$ cat src/rtl/note_pkg.sv
// Shared definitions for the song sequencer: field widths, ROM word layout,
// sequencer state encoding and small helpers for packing/unpacking ROM words.
package note_pkg;

    localparam int NOTE_W   = 6;
    localparam int DUR_W    = 6;
    localparam int ROM_W    = NOTE_W + DUR_W;
    localparam int NOTE_LSB = DUR_W;
    localparam int DUR_LSB  = 0;

    localparam logic [NOTE_W-1:0] REST_NOTE    = '0;
    localparam logic [DUR_W-1:0]  END_DURATION = '0;

    typedef enum logic [2:0] {
        IDLE     = 3'd0,
        FETCH    = 3'd1,
        WAIT_ROM = 3'd2,
        LOAD     = 3'd3,
        ARM      = 3'd4,
        PLAYING  = 3'd5,
        DONE     = 3'd6
    } reader_state_t;

    function automatic logic [NOTE_W-1:0] word_note(input logic [ROM_W-1:0] word);
        return word[NOTE_LSB +: NOTE_W];
    endfunction

    function automatic logic [DUR_W-1:0] word_dur(input logic [ROM_W-1:0] word);
        return word[DUR_LSB +: DUR_W];
    endfunction

    function automatic logic [ROM_W-1:0] make_word(input logic [NOTE_W-1:0] note,
                                                   input logic [DUR_W-1:0]  dur);
        return {note, dur};
    endfunction

endpackage

$ cat src/rtl/song_reader.sv
// Song sequencer feeding note_player: walks the ROM entry by entry and strobes
// {note, duration} out. Build option SONG_READER_REPEAT_EN loops songs forever.
module song_reader
    import note_pkg::*;
#(
    parameter  int SONG_BITS      = 2,
    parameter  int NOTE_ADDR_BITS = 5,
    localparam int ROM_ADDR_W     = SONG_BITS + NOTE_ADDR_BITS
) (
    input  logic                  clk,
    input  logic                  reset,
    input  logic                  play,
    input  logic [SONG_BITS-1:0]  song,
    input  logic                  done_with_note,
    output logic [ROM_ADDR_W-1:0] rom_addr,
    input  logic [ROM_W-1:0]      rom_data,
    output logic [NOTE_W-1:0]     note_to_load,
    output logic [DUR_W-1:0]      duration_to_load,
    output logic                  load_new_note,
    output logic                  song_done
);

    reader_state_t             state;
    reader_state_t             next_state;
    logic [NOTE_ADDR_BITS-1:0] entry_index;
    logic [NOTE_ADDR_BITS-1:0] index_next;
    logic [SONG_BITS-1:0]      song_latched;
    logic [SONG_BITS-1:0]      latched_next;
    logic                      end_flag;
    logic                      song_changed;
    logic                      capture;
    logic                      strobe_next;
    logic                      done_next;
    logic                      addr_update;

    assign song_changed = (song != song_latched);

    always_comb begin
        next_state   = state;
        index_next   = entry_index;
        latched_next = song_latched;
        capture      = 1'b0;
        strobe_next  = 1'b0;
        done_next    = 1'b0;

        case (state)
            IDLE: begin
                index_next   = '0;
                latched_next = song;
                if (play) begin
                    next_state = FETCH;
                end
            end
            FETCH: begin
                next_state = WAIT_ROM;
            end
            WAIT_ROM: begin
                // Decide the LOAD-cycle strobe/pulse now so both leave a flop.
                next_state  = LOAD;
                capture     = (word_dur(rom_data) != END_DURATION);
                strobe_next = capture;
                done_next   = !capture;
            end
            LOAD: begin
                if (end_flag) begin
`ifdef SONG_READER_REPEAT_EN
                    index_next = '0;
                    next_state = FETCH;
`else
                    next_state = DONE;
`endif
                end else begin
                    next_state = ARM;
                end
            end
            ARM: begin
                next_state = PLAYING;
            end
            PLAYING: begin
                if (done_with_note && play) begin
                    index_next = entry_index + NOTE_ADDR_BITS'(1);
                    if (entry_index == '1) begin
                        done_next = 1'b1;
`ifdef SONG_READER_REPEAT_EN
                        next_state = FETCH;
`else
                        next_state = DONE;
`endif
                    end else begin
                        next_state = FETCH;
                    end
                end
            end
            DONE: begin
                if (!play || song_changed) begin
                    next_state = IDLE;
                end
            end
            default: begin
                next_state = IDLE;
            end
        endcase

        // A new song selection silently abandons whatever is in progress.
        if (state != IDLE && state != DONE && song_changed) begin
            next_state  = IDLE;
            index_next  = entry_index;
            capture     = 1'b0;
            strobe_next = 1'b0;
            done_next   = 1'b0;
        end
    end

    assign addr_update = (state == IDLE) || (next_state == FETCH);

    always_ff @(posedge clk) begin
        if (reset) begin
            state            <= IDLE;
            entry_index      <= '0;
            song_latched     <= '0;
            rom_addr         <= '0;
            note_to_load     <= '0;
            duration_to_load <= '0;
            load_new_note    <= 1'b0;
            song_done        <= 1'b0;
            end_flag         <= 1'b0;
        end else begin
            state         <= next_state;
            entry_index   <= index_next;
            song_latched  <= latched_next;
            load_new_note <= strobe_next;
            song_done     <= done_next;
            if (state == WAIT_ROM) begin
                end_flag <= (word_dur(rom_data) == END_DURATION);
            end
            // Outputs keep the last real note; end markers never overwrite them.
            if (capture) begin
                note_to_load     <= word_note(rom_data);
                duration_to_load <= word_dur(rom_data);
            end
            if (addr_update) begin
                rom_addr <= {latched_next, index_next};
            end
        end
    end

endmodule

$ cat config.mk
export PLATFORM = sky130hd
export DESIGN_NAME = song_reader
export DESIGN_NICKNAME = d
export VERILOG_FILES = /design/src/rtl/note_pkg.sv /design/src/rtl/song_reader.sv
export SDC_FILE = /design/constraint.sdc
export NUM_CORES = 1
export LEC_CHECK = 0
export BUFFER_PORTS_ARGS = -buffer_cell sky130_fd_sc_hd__buf_4
export CORE_MARGIN = 8
export CORE_UTILIZATION = 58
export CTS_BUF_LIST = sky130_fd_sc_hd__clkbuf_4 sky130_fd_sc_hd__clkbuf_8
export DETAILED_ROUTE_END_ITERATION = 10
export PLACE_DENSITY = 0.88
export SYNTH_ARGS = -nofsm -noshare
export SYNTH_HDL_FRONTEND = slang
export SYNTH_SLANG_ARGS = --single-unit
$ cat constraint.sdc
create_clock -name clk -period 5.95 [get_ports clk]
set_input_delay 1.19 -clock clk [delete_from_list [all_inputs] [get_ports clk]]
set_output_delay 1.19 -clock clk [all_outputs]
set_load 0.02 [all_outputs]
==> results of run 1 <==
metal layers:
| layer | share of wire [%] | vias up | GRT usage, % |
|---|---|---|---|
| li1 | - | 607 | - |
| met1 | 41 | 597 | 18.9 |
| met2 | 51 | 44 | 29.7 |
| met3 | 5.5 | 9 | 6.97 |
| met4 | 2.2 | 0 | 7.90 |
| met5 | 0 | - | 0 |
sequential cells by signal (all words and copies together), names as in the netlist, 2 cells and up:
register and flops:
note_to_load 6, state 3, rom_addr 7, song_latched 2
duration_to_load 6, entry_index 5
power by group:
| group | switching, mW | internal [mW] | total [mW] | leakage (nW) |
|---|---|---|---|---|
| combinational | 0.0634 | 0.0503 | 0.114 | 0.554 |
| clock | 0.0742 | 0.112 | 0.186 | 0.0515 |
| sequential | 0.0134 | 0.226 | 0.239 | 0.259 |
metrics by stage:
step | setup WS, ns | utilization (%)
after floorplan | 3.09 | -
after global placement | 2.90 | 71.2
after detailed placement | 2.85 | 71.2
after CTS | 3.20 | 75.1
after global routing | 3.14 | 75.1
final | 3.19 | 75.1
cell families after synthesis:
logic type / Yosys count / share of synthesized area, %
adder cells (fa/ha/maj): 3 / 2.61
AND/OR/NAND/NOR: 62 / 20.9
multiplexers: 19 / 13.9
buffers and inverters: 12 / 4.09
AO/OA/AOI/OAI: 22 / 12.1
flip-flops: 32 / 44.6
XOR/XNOR: 3 / 1.83
area by class of cell:
type	instances	area [um^2]
Sequential cell	32	641
Clock buffer	7	65.1
Timing Repair Buffer	38	285
Tap cell	30	37.5
Multi-Input combinational cell	109	737
Inverter	4	15.0
Fill cell	162	599
Clock inverter	1	30.0
how the worst max path moves through the flow:
stage,from,end,slack [ns],cells past startpoint
2_1_floorplan,song[1],rom_addr[0],3.09,5
3_3_place_gp,song[1],rom_addr[0],2.90,6
3_5_place_dp,song[1],rom_addr[6],2.85,6
4_1_cts,song[1],rom_addr[6],3.20,6
5_1_grt,song[1],rom_addr[6],3.14,6
6_report,song[1],rom_addr[6],3.19,6
layout by cell type, fill, tap and decap left out:
cell type,count
a21o_2,1
a21oi_1,8
a21oi_2,1
a221oi_1,1
a41oi_4,1
and2b_2,1
and3_1,2
buf_4,38
bufinv_16,1
clkbuf_4,5
clkbuf_8,2
dfxtp_1,32
ha_1,3
inv_1,4
mux2_2,7
mux2i_1,12
nand2_1,14
nand2b_1,2
nand3_1,6
nand3b_1,1
nand4_1,2
nor2_1,20
nor2b_1,6
nor3_1,3
nor4_1,2
o211a_1,1
o211ai_1,1
o21a_1,1
o21ai_0,2
o21ba_2,1
o22a_2,1
o22ai_1,1
o311a_2,1
o31ai_1,1
or3_1,1
or4_1,1
or4b_1,1
xor2_1,3
worst max-delay path, delay by kind of cell:
kind	cells	cell delay (ns)
simple gates	1	0.57
xor+xnor	1	0.19
mux	1	0.38
buf+inv	1	0.12
compound gates	2	0.53
==> qor.csv, run 1 <==
stage;metric;value;unit
clock_network;clock sink count;32;
hold_path;hold worst-path end;end_flag;
synthesis;Synth top cells by count;32 x dfxtp_1, 20 x nor2_1, 14 x nand2_1, 12 x mux2i_1, 8 x a21oi_1;
power_and_ir_drop;worst-case vdd ir drop;0.266;mV
floorplan;Rows;18;
routing;final wirelength;3610;um
synthesis;Yosys warnings;0;
placed_design;HPWL reported at the end of detailed placement;2500;um
timing;fin crit period;2.76;ns
global_routing;largest net degree at the start of global routing;29;
hold_path;Hold Crit Depth;2;
clock_network;CTS tree;yes;
clock_network;clk root buf;clkbuf_4;
critical_path;worst path required time;6.17;ns
global_routing;vias in the first global route;1298;
floorplan;die width;65.8;um
clock_network;CTS max path bufs;2;
critical_path;crit path max fanout;7;
synthesis;largest cells by area after synthesis;dfxtp_1 45%, mux2i_1 8.4%, mux2_2 5.5%;
power_and_ir_drop;PwrDens;297;nW/um^2
floorplan;core region area;2410;um^2
floorplan;DIE HEIGHT;65.8;um
global_routing;Total GRT Usage;17.6;%
critical_path;Worst R2R Start;state[2];
routing;average via count per standard cell;5.69;
synthesis;number of enable flip-flop cells after synthesis;0;
synthesis;share of synthesized flip-flops with an asynchronous set or reset;0;%
clock_network;worst skew pair latency;0.33;ns
critical_path;CP Launch Type;primary input;
clock_network;CTS Buf Count;5;
critical_path;worst r2r path cells;5;
global_routing;first-pass GRT wire length;5960;um
clock_network;Post-CTS Hold Buffers;0;
critical_path;CP Capture Type;register;
synthesis;Post-Synthesis Cells;153;
timing;final hold violations;0;
routing;DRT antenna net count;0;
cells_and_area;share of post-route cells with drive strength above 1;31.4;%
timing;Final setup viols;0;
timing;Hold WS;0.480;ns
power_and_ir_drop;final total power;539;uW
clock_network;# Post-CTS Setup Buffers;0;
floorplan;Starting Density;59.6;%
hold_path;Hold Crit Class;reg2reg;
timing;Slew Limit Fails;0;
hold_path;HP Start;end_flag;
routing;vias post-DR;1257;
timing;fin crit share;46.4;%
critical_path;flop-to-flop setup slack;3.65;ns
cells_and_area;final std cells w/o fill;221;
synthesis;largest area contributor in the netlist;dfxtp_1;
synthesis;Post-Syn Nets;174;
timing;Worst-Margin Slew;0.860;ns
power_and_ir_drop;Leak Pwr;0.865;nW
global_routing;grt ovf;0;
run_status;status;completed;
cells_and_area;fin area;1810;um^2
timing;RSZ-0062 raised after global routing;no;
synthesis;cell area after synthesis;1440;um^2
job;Max Cap Viol;0;
placed_design;DP Area;1720;um^2
critical_path;worst r2r dst;rom_addr[6];
routing;DRT iter0 DRCs;120;
clock_network;# H-tree levels;2;
critical_path;crit path kind;in2reg;
timing;Slew headroom;42.5;%
timing;Fin Setup TNS;0;ns
placed_design;Port Buffers;38;
synthesis;number of synthesized register bits;32;
critical_path;Crit-path slowest cell;or4b_1;
placed_design;Cells after DPL;213;
routing;DRC viols;0;
cells_and_area;area grow syn2layout;26.0;%
critical_path;crit-path cells;buf_4 -> xor2_1 -> or4b_1 -> o311a_2 -> a41oi_4 -> mux2_2;
routing;drt first pass iters;4;
placed_design;gpl congestion;0.936;
routing;drt wl/cell;16.3;um
timing;worst-case clock skew;0.00449;ns
timing;fmax;362;MHz
synthesis;Syn Area/Cell;9.39;um^2
synthesis;post-synth cell types;39;
synthesis;most common cell in the netlist;dfxtp_1;
global_routing;initial antenna violation count;0;
clock_network;Reg clk slew, reported paths;0.10;ns
critical_path;CP arrival;2.98;ns
clock_network;post-cts sizing count;0;
floorplan;Die ar.;4330;um^2
cells_and_area;NumNets Final;211;
cells_and_area;Antenna Cells;0;
synthesis;Seq/Total Area, Yosys;44.6;%
synthesis;post-synth top area share;44.6;%
floorplan;I/O pin count;39;
critical_path;Slowest Stage Delay on Critical Path;0.57;ns
synthesis;Main synth FF type;dfxtp_1;
No activity file was read; power rests on OpenSTA's default activity.
==> inputs of run 2 (changes only) <==
Settings changed: CORE_ASPECT_RATIO from default to 0.5, CORE_UTILIZATION 58 to 48, PLACE_DENSITY 0.88 to 0.78.
Clock period 5.95 ns to 2.4 ns, I/O delays scaled along.
==> run 2 against run 1 <==
  * Total power grew 150%
  * Worst setup slack worse by 3.0 ns
  * Register-to-register slack got worse by 3.5 ns
  * Final area increased by 3.3%
  * Largest power group unchanged
  * Global-route usage is 3.4 points lower
==> qor.csv, run 2 (synthesized netlist as in run 1, its figures left out) <==
stage;metric;value;unit
run_status;status;completed;
timing;Slew Limit Fails;0;
clock_network;Reg clk slew, reported paths;0.06;ns
floorplan;die width;93.4;um
floorplan;core region area;2930;um^2
timing;worst-case clock skew;0.00466;ns
placed_design;Port Buffers;38;
clock_network;# Post-CTS Setup Buffers;0;
power_and_ir_drop;logic gate share of total power;23.3;%
timing;RSZ-0062 raised after global routing;no;
routing;drt first pass iters;4;
placed_design;HPWL reported at the end of detailed placement;2540;um
hold_path;HP Start;rom_data[9];
timing;fin crit period;2.24;ns
floorplan;Rows;14;
routing;DRT iter0 DRCs;49;
floorplan;I/O pin count;39;
cells_and_area;final std cells w/o fill;237;
routing;DRT antenna net count;0;
timing;final worst setup slack;0.161;ns
floorplan;Starting Density;49.1;%
cells_and_area;share of post-route cells with drive strength above 1;33.5;%
global_routing;initial antenna violation count;0;
cells_and_area;Antenna Cells;0;
clock_network;clk root buf;clkbuf_8;
routing;vias post-DR;1228;
global_routing;largest net degree at the start of global routing;29;
critical_path;Setup crit start;entry_index[0];
job;Max Cap Viol;0;
power_and_ir_drop;sequential share of power;43.8;%
clock_network;CTS tree;yes;
clock_network;CTS max path bufs;2;
cells_and_area;storage element area;641;um^2
clock_network;Post-CTS Hold Buffers;0;
critical_path;cell mode on critical path;ha_1;
cells_and_area;most common cell after layout, fill and taps aside;buf_4;
cells_and_area;fillers;248;
timing;Slew headroom;64.0;%
power_and_ir_drop;P_sw;369;uW
critical_path;flop-to-flop setup slack;0.16;ns
global_routing;Total GRT Usage;14.2;%
routing;drt wl/cell;14.2;um
clock_network;CTS Buf Count;5;
cells_and_area;largest register by flop count;rom_addr;
power_and_ir_drop;Internal;959;uW
timing;fin crit share;93.3;%
cells_and_area;Final Util;63.9;%
power_and_ir_drop;PwrDens;710;nW/um^2
clock_network;worst skew pair latency;0.28;ns
critical_path;Crit-path slowest cell;o311a_2;
routing;final wirelength;3360;um
routing;average via count per standard cell;5.18;
timing;final hold violations;0;
clock_network;post-cts sizing count;0;
cells_and_area;area grow syn2layout;30.2;%
critical_path;Worst R2R Start;entry_index[0];
critical_path;CP Capture Type;register;
critical_path;CP bufs+invs;1;
timing;Final setup viols;0;
global_routing;vias in the first global route;1212;
placed_design;gpl congestion;0.888;
critical_path;crit path max fanout;7;
placed_design;dpl ws;0.0144;ns
critical_path;crit-path cells;ha_1 -> and3_1 -> ha_1 -> inv_1 -> o311a_2 -> a41oi_4 -> mux2_2;
critical_path;CP Launch Type;register;
critical_path;Slowest Stage Delay on Critical Path;0.42;ns
cells_and_area;Multi-input gate area;737;um^2
timing;Worst-Margin Slew;0.535;ns
timing;fmax;447;MHz
hold_path;Hold Crit Class;in2reg;
floorplan;DIE HEIGHT;54.7;um
floorplan;Die ar.;5100;um^2
cells_and_area;biggest regs;rom_addr: 7 flops, duration_to_load: 6 flops, note_to_load: 6 flops;
critical_path;worst path required time;2.57;ns
global_routing;first-pass GRT wire length;5520;um
clock_network;clock sink count;32;
critical_path;CP arrival;2.41;ns
critical_path;Top delay family on crit path;compound AO/OA/AOI/OAI gates;
placed_design;Cells after DPL;229;
cells_and_area;most frequent cells in the layout;44 x buf_4, 32 x dfxtp_1, 20 x nor2_1, 14 x nand2_1, 12 x mux2i_1;
timing;Fin Setup TNS;0;ns
power_and_ir_drop;clock share of power;32.9;%
cells_and_area;number of flip-flops in the largest register;7;
power_and_ir_drop;switching share of power;27.8;%
clock_network;# H-tree levels;2;
power_and_ir_drop;Leak Pwr;0.896;nW
critical_path;crit path kind;reg2reg;
power_and_ir_drop;worst-case vdd ir drop;0.517;mV
cells_and_area;NumNets Final;217;
global_routing;grt ovf;0;
routing;DRC viols;0;
-- run 2: tightest hold or removal path: cells and delay by family --
kind / cells / cell delay [ns]
buf+inv: 1 / 0.08
simple gates: 1 / 0.07
mux: 1 / 0.05
-- run 2: layout make-up --
class	count	share of cell area, %
multi-input cells	109	39.4
flip-flops and latches	32	34.2
repair buffers	44	17.7
clock buffers	8	5.22
well taps	40	2.68
inverters	4	0.803
-- run 2: power groups by stage --
stage / clock (mW) / sequential (mW) / combinational, mW
floorplan: 0 / 0.604 / 0.194
global placement: 0 / 0.592 / 0.300
detailed placement: 0 / 0.593 / 0.307
CTS: 0.449 / 0.582 / 0.309
global route: 0.469 / 0.585 / 0.337
finish: 0.437 / 0.582 / 0.309
-- run 2: final timing paths --
check	cells past startpoint	endpoint
worst max register to register	7	rom_addr[6]
worst min-delay path	3	note_to_load[3]
worst max-delay path	7	rom_addr[6]
worst min register to register	2	end_flag
-- run 2: stage by stage --
step                      area (um^2)  hold WS [ns]  total power, mW
after floorplan                  1440         0.433            0.798
after global placement           1770         0.442            0.891
after detailed placement         1770         0.453            0.900
after CTS                        1870         0.425             1.34
after global routing             1870         0.451             1.39
final                            1870         0.432             1.33
-- run 2: layer usage --
layer | GRT usage, % | wire length (um)
met2 | 25.6 | 1600
met4 | 9.50 | 70
met3 | 4.38 | 197
met1 | 14.7 | 1490
met5 | 0 | 0
